`src/rtl/mem_hub_pkg.sv`:
```
// mem_hub_pkg: shared length encodings, fsm states, counter width and helpers for mem_hub
package mem_hub_pkg;
  localparam logic [1:0] LEN_B = 2'd0;
  localparam logic [1:0] LEN_H = 2'd1;
  localparam logic [1:0] LEN_W = 2'd2;
  localparam int CNT_W = 4;
  typedef enum logic [1:0] {S_IDLE, S_ISSUE, S_WAIT, S_DONE} state_t;
  function automatic int idx_w(input int n);
    return n > 1 ? $clog2(n) : 1;
  endfunction
  function automatic logic [31:0] len_mask(input logic [1:0] len);
    return len == LEN_B ? 32'h0000_00ff : len == LEN_H ? 32'h0000_ffff : 32'hffff_ffff;
  endfunction
endpackage

```
`src/rtl/mem_hub_arb.sv`:
```
// mem_hub_arb: combinational fixed-priority/round-robin arbiter (pend, last_g in; one-hot grant, gidx, valid out)
module mem_hub_arb
  import mem_hub_pkg::*;
#(
  parameter int N_CH = 2,
  parameter int RR_MODE = 0,
  localparam int IDX_W = idx_w(N_CH)
) (
  input  logic [N_CH-1:0]  pend,
  input  logic [IDX_W-1:0] last_g,
  output logic [N_CH-1:0]  grant,
  output logic [IDX_W-1:0] gidx,
  output logic             valid
);
  always_comb begin
    int idx;
    gidx = '0;
    valid = 1'b0;
    idx = 0;
    for (int k = 0; k < N_CH; k++) begin
      idx = RR_MODE != 0 ? (int'(last_g) + 1 + k) % N_CH : k;
      if (!valid && pend[idx[IDX_W-1:0]]) begin
        gidx = idx[IDX_W-1:0];
        valid = 1'b1;
      end
    end
  end
  assign grant = valid ? N_CH'(1) << gidx : '0;
endmodule

```
`src/rtl/mem_hub.sv`:
```
// mem_hub: arbitrates N_CH channel read/write requests (ch_*) onto one core memory port (core_*/co_*), ack + shared ch_dout back
module mem_hub
  import mem_hub_pkg::*;
#(
  parameter int MADDR_L = 32,
  parameter int DATA_L = 32,
  parameter int N_CH = 2,
  parameter int RR_MODE = 0,
  parameter int MEM_LAT = 1,
  localparam int IDX_W = idx_w(N_CH)
) (
  input  logic                      clk,
  input  logic                      rst,
  input  logic [N_CH-1:0]           ch_re,
  input  logic [N_CH-1:0]           ch_we,
  input  logic [2*N_CH-1:0]         ch_rlen,
  input  logic [2*N_CH-1:0]         ch_wlen,
  input  logic [MADDR_L*N_CH-1:0]   ch_raddr,
  input  logic [MADDR_L*N_CH-1:0]   ch_waddr,
  input  logic [DATA_L*N_CH-1:0]    ch_din,
  output logic [N_CH-1:0]           ch_ack,
  output logic [DATA_L-1:0]         ch_dout,
  output logic                      hub_busy,
  input  logic [DATA_L-1:0]         core_din,
  output logic [DATA_L-1:0]         core_dout,
  output logic [MADDR_L-1:0]        core_raddr,
  output logic [MADDR_L-1:0]        core_waddr,
  output logic                      co_re,
  output logic                      co_we,
  output logic [1:0]                co_rlen,
  output logic [1:0]                co_wlen
);
  state_t state, nxt;
  logic [N_CH-1:0] grant, l_gnt;
  logic [IDX_W-1:0] gidx, last_g;
  logic valid, l_re, s_re, s_we;
  logic [1:0] l_rlen, s_rlen, s_wlen;
  logic [CNT_W-1:0] cnt;
  logic [MADDR_L-1:0] s_raddr, s_waddr;
  logic [DATA_L-1:0] s_din;
  mem_hub_arb #(.N_CH(N_CH), .RR_MODE(RR_MODE)) u_arb (
    .pend(ch_re | ch_we),
    .last_g(last_g),
    .grant(grant),
    .gidx(gidx),
    .valid(valid)
  );
  assign s_re = ch_re[gidx];
  assign s_we = ch_we[gidx];
  assign s_rlen = ch_rlen[2*gidx +: 2];
  assign s_wlen = ch_wlen[2*gidx +: 2];
  assign s_raddr = ch_raddr[MADDR_L*gidx +: MADDR_L];
  assign s_waddr = ch_waddr[MADDR_L*gidx +: MADDR_L];
  assign s_din = ch_din[DATA_L*gidx +: DATA_L];
  always_ff @(posedge clk or negedge rst)
    if (!rst) state <= S_IDLE;
    else state <= nxt;
  always_comb begin
    nxt = state;
    case (state)
      S_IDLE:  nxt = valid ? S_ISSUE : S_IDLE;
      S_ISSUE: nxt = S_WAIT;
      S_WAIT:  nxt = cnt == CNT_W'(1) ? S_DONE : S_WAIT;
      default: nxt = S_IDLE;
    endcase
  end
  // strobes and fields default to zero so they are only non-zero during ISSUE
  always_ff @(posedge clk or negedge rst)
    if (!rst) begin
      l_gnt <= '0;
      last_g <= IDX_W'(N_CH - 1);
      l_re <= 1'b0;
      l_rlen <= '0;
      cnt <= '0;
      ch_ack <= '0;
      ch_dout <= '0;
      hub_busy <= 1'b0;
      co_re <= 1'b0;
      co_we <= 1'b0;
      co_rlen <= '0;
      co_wlen <= '0;
      core_raddr <= '0;
      core_waddr <= '0;
      core_dout <= '0;
    end else begin
      ch_ack <= '0;
      co_re <= 1'b0;
      co_we <= 1'b0;
      co_rlen <= '0;
      co_wlen <= '0;
      core_raddr <= '0;
      core_waddr <= '0;
      core_dout <= '0;
      hub_busy <= nxt != S_IDLE;
      case (state)
        S_IDLE: if (valid) begin
          l_gnt <= grant;
          last_g <= gidx;
          l_re <= s_re;
          l_rlen <= s_rlen;
          co_re <= s_re;
          co_we <= s_we;
          co_rlen <= s_re ? s_rlen : 2'd0;
          co_wlen <= s_we ? s_wlen : 2'd0;
          core_raddr <= s_re ? s_raddr : '0;
          core_waddr <= s_we ? s_waddr : '0;
          core_dout <= s_we ? s_din : '0;
        end
        S_ISSUE: cnt <= CNT_W'(MEM_LAT);
        S_WAIT: begin
          cnt <= cnt - 1'b1;
          if (cnt == CNT_W'(1)) begin
            ch_ack <= l_gnt;
            if (l_re) ch_dout <= core_din & DATA_L'(len_mask(l_rlen));
          end
        end
        default: ;
      endcase
    end
endmodule

```
`config.mk`:
```
export PLATFORM = sky130hd
export DESIGN_NAME = mem_hub
export DESIGN_NICKNAME = d
export VERILOG_FILES = /design/src/rtl/mem_hub_pkg.sv /design/src/rtl/mem_hub_arb.sv /design/src/rtl/mem_hub.sv
export SDC_FILE = /design/constraint.sdc
export NUM_CORES = 1
export LEC_CHECK = 0
export CAP_MARGIN = 30
export CELL_PAD_IN_SITES_DETAIL_PLACEMENT = 1
export CELL_PAD_IN_SITES_GLOBAL_PLACEMENT = 1
export CORE_MARGIN = 2
export CORE_UTILIZATION = 27
export DETAILED_ROUTE_END_ITERATION = 10
export PLACE_DENSITY = 0.85
export SLEW_MARGIN = 20
export SYNTH_ARGS = -nofsm -noshare
export SYNTH_HDL_FRONTEND = slang
export SYNTH_SLANG_ARGS = --single-unit
```
`constraint.sdc`:
```
create_clock -name clk -period 2.31 [get_ports clk]
set_clock_uncertainty 0.2 [all_clocks]
set_input_delay 0.5775 -clock clk [delete_from_list [all_inputs] [get_ports clk]]
set_output_delay 0.5775 -clock clk [all_outputs]
set_load 0.05 [all_outputs]
```
==> flow_summary_export.csv <==
group,metric,value,unit
clock_network,clkLatencyLatePin,420,ps
sta,slew_violations,0,
placement,dp_cells,1276,
worst_hold_path,hp-class,"register to register",
floorplanning,core_region_area,0.02264,sq mm
synthesis,synth_edf_count,0,
cells_and_area,fin_cells,1309,
clock_network,post-cts-setup-buffers,0,
floorplanning,die_y,155.9,um
synthesis,muxShareOfSynthArea,0.01445,
clock_network,clock_path_buffers,2,
synthesis,syn_area,0.006232,sq mm
sta,slew_headroom,0.5598,
floorplanning,die_w,155.9,um
outcome,status,"finished, final reports clean",
worst_setup_path,crit_fanout,1,
worst_setup_path,path_cells,"dlygate4sd2_1",
cells_and_area,final_util,0.4843,
synthesis,ys_ff_latch,148,
synthesis,synth_ff_type,"dfrtp_1",
global_routing,grt_usage,0.2169,
clock_network,clockRootBuffer,"clkbuf_16",
synthesis,synth_nets,887,
placement,detailed_place_hpwl,19.25,mm
cells_and_area,drive_above_1_share,0.1309,
worst_setup_path,crit_path_start_kind,"register",
route,drt_first_pass_iters,4,
synthesis,yosys_warnings,0,
placement,place_congestion,0.8029,
sta,finalHoldViolCount,0,
synthesis,ys_seq_area_frac,0.5943,
route,vias,6599,
sta,tightestPinTransition,659.6,ps
cells_and_area,diodes,0,
synthesis,netlist_instances,644,
global_routing,grt_pass1_wl,40.46,mm
synthesis,yosys.area_share.simple,0.1168,
sta,fin_crit,2136,ps
route,drc_errors,0,
floorplanning,rows,55,
worst_hold_path,hold-path-cell-count,1,
pwr,p_leak,5.017,nW
floorplanning,start_util,0.2753,
clock_network,cts_tree,"yes",
worst_setup_path,crit_arrival,1360,ps
worst_setup_path,rr_worst_depth,6,
pwr,p_int,6.422,mW
sta,setup_viol,0,
floorplanning,die-area,0.02431,sq mm
global_routing,grt_max_degree,61,
synthesis,synth-xor-area-share,0,
route,drtIter0Drc,311,
cells_and_area,nets,1254,
synthesis,synthArstFlopShare,1.000,
sta,finalCritPeriodShare,0.9246,
clock_network,cts_buffers,17,
synthesis,yosys.cell_count.top_type,"dfrtp_1",
cells_and_area,synthToLayoutAreaGrowth,75.93,%
worst_setup_path,cpMaxStageDelayCell,"dlygate4sd2_1",
route,wire_per_inst,20.48,um
worst_setup_path,crit_path_end_kind,"output port",
sta,rsz0062_at_grt,"no",
worst_setup_path,crit_type,"register to output port",
synthesis,synthTopCellsByCount,"dfrtp_1 (148), o21ai_0 (147), a21oi_1 (103)",
route,ant_nets,0,
synthesis,synth_compound_area_frac,0.2172,
floorplanning,io_pins,375,
pwr,p_comb_frac,0.461,
pwr,clkPwrFrac,0.233,
placement,io_buffer_count,374,
synthesis,synth.top_cell.area_share,0.5943,
synthesis,synthAdderAreaFrac,0.01004,
worst_setup_path,crit_required,1530,ps
global_routing,antenna_found_initial,0,
route,viasPerCell,5.041,
global_routing,grt_overflow,0,
clock_network,clk_pin_slew,80,ps
clock_network,cts_sinks,148,
pwr,vdd_drop_max,402.7,uV
worst_setup_path,path_depth,1,
synthesis,syn_avg_cell_area,9.677,sq um
worst_setup_path,slowest_delay,560,ps
route,drt_wl_total,26.81,mm
worst_setup_path,critPathBufInv,1,
run,maxCapViolations,0,
clock_network,ctsHtreeMaxLevel,4,
pwr,switching_power,5.450,mW
synthesis,yosysTopAreaCell,"dfrtp_1",
synthesis,post_synth_main_area_contributors,"dfrtp_1 (59%), o21ai_0 (12%), a21oi_1 (8.3%), nand3_1 (8.0%), clkbuf_1 (2.5%)",
synthesis,synth_top_family_by_area,"compound AO/OA/AOI/OAI gates",
worst_setup_path,path_delay_family,"buffers and inverters",
pwr,p_seq_frac,0.306,
sta,fmax,0.4682,GHz
pwr,p_sw_frac,0.4591,
pwr,power.density,1083,mW/mm^2
synthesis,synth.distinct_cells,32,
global_routing,grt_pass1_vias,7210,
cells in the final DEF, fill, tap and decap left out, drive strengths merged, types with 6 or more instances in the layout:
| cell | n |
|---|---|
| o21ai | 153 |
| dlygate4sd2 | 90 |
| nor2 | 6 |
| inv | 16 |
| nand2 | 27 |
| mux2 | 8 |
| clkdlybuf4s50 | 236 |
| a21oi | 103 |
| dfrtp | 148 |
| clkbuf | 17 |
| buf | 85 |
| clkinv | 6 |
| nand3 | 100 |
cells by family (layout without fill, tap and decap cells):
family | count (synthesis) | after routing
flip-flops | 148 | 148
adder cells (fa/ha/maj) | 5 | 5
AND/OR/NAND/NOR | 147 | 147
multiplexers | 8 | 8
buffers and inverters | 72 | 452
AO/OA/AOI/OAI | 264 | 264
layout make-up:
type                            instances  area (sq um)
Inverter                                8         30.03
Clock inverter                         15         165.2
Tap cell                              285         356.6
Fill cell                            2554         11680
Clock buffer                           17         425.4
Timing Repair Buffer                  412          4015
Multi-Input combinational cell        424          2268
Sequential cell                       148          3704
state kept, by name, indices dropped and copies added (netlist names), 4 cells and up:
register / count
core_raddr: 32
cnt: 4
core_waddr: 32
core_dout: 32
ch_dout: 32
what timing repair did:
action	in CTS	in global routing
hold endpoints to repair	43	0
hold buffers	1	0
endpoints found under the setup margin	90	0
gates resized for setup	90	0
stage by stage:
| step | area (sq um) | power (mW) | TNS [ps] | worst slack [ps] | hold slack (ps) |
|---|---|---|---|---|---|
| finish | 10960 | 11.87 | 0 | 174.3 | 295.8 |
| global route | 10960 | 12.47 | 0 | 39.81 | 323.6 |
| CTS | 10960 | 12.00 | 0 | 164.8 | 299.4 |
| detailed placement | 10480 | 9.501 | -170.7 | -50.20 | 281.7 |
| global placement | 10480 | 9.341 | -4.200 | -4.200 | 267.0 |
| floorplan | 6232 | 7.051 | 0 | 478.4 | 81.91 |
layer usage:
layer / part of all wire / GRT usage / vias up
met2: 0.52 / 0.3879 / 286
li1: - / - / 3005
met3: 0.074 / 0.06417 / 49
met1: 0.38 / 0.2413 / 3259
met4: 0.030 / 0.08825 / 0
met5: 0 / 0 / -
worst paths after layout:
path | slack [ps] | startpoint | endpoint
hold / removal | 300 | l_gnt[1] | ch_ack[1]
min in group asynchronous | 480 | rst | core_waddr[7]
setup reg to reg | 210 | state[0] | ch_dout[27]
setup / recovery | 170 | core_dout[5] | core_dout[5]
hold reg to reg | 300 | l_gnt[1] | ch_ack[1]
max in group asynchronous | 760 | rst | core_raddr[3]
power by group through the flow:
| stage | Combinational [mW] | Sequential, mW | Clock [mW] |
|---|---|---|---|
| after detailed placement | 5.79 | 3.71 | 0 |
| after CTS | 5.52 | 3.64 | 2.84 |
| after floorplan | 1.26 | 5.79 | 0 |
| after global routing | 5.79 | 3.72 | 2.96 |
| final | 5.47 | 3.63 | 2.77 |
| after global placement | 5.69 | 3.65 | 0 |
Power figures use the tool's default switching activity.
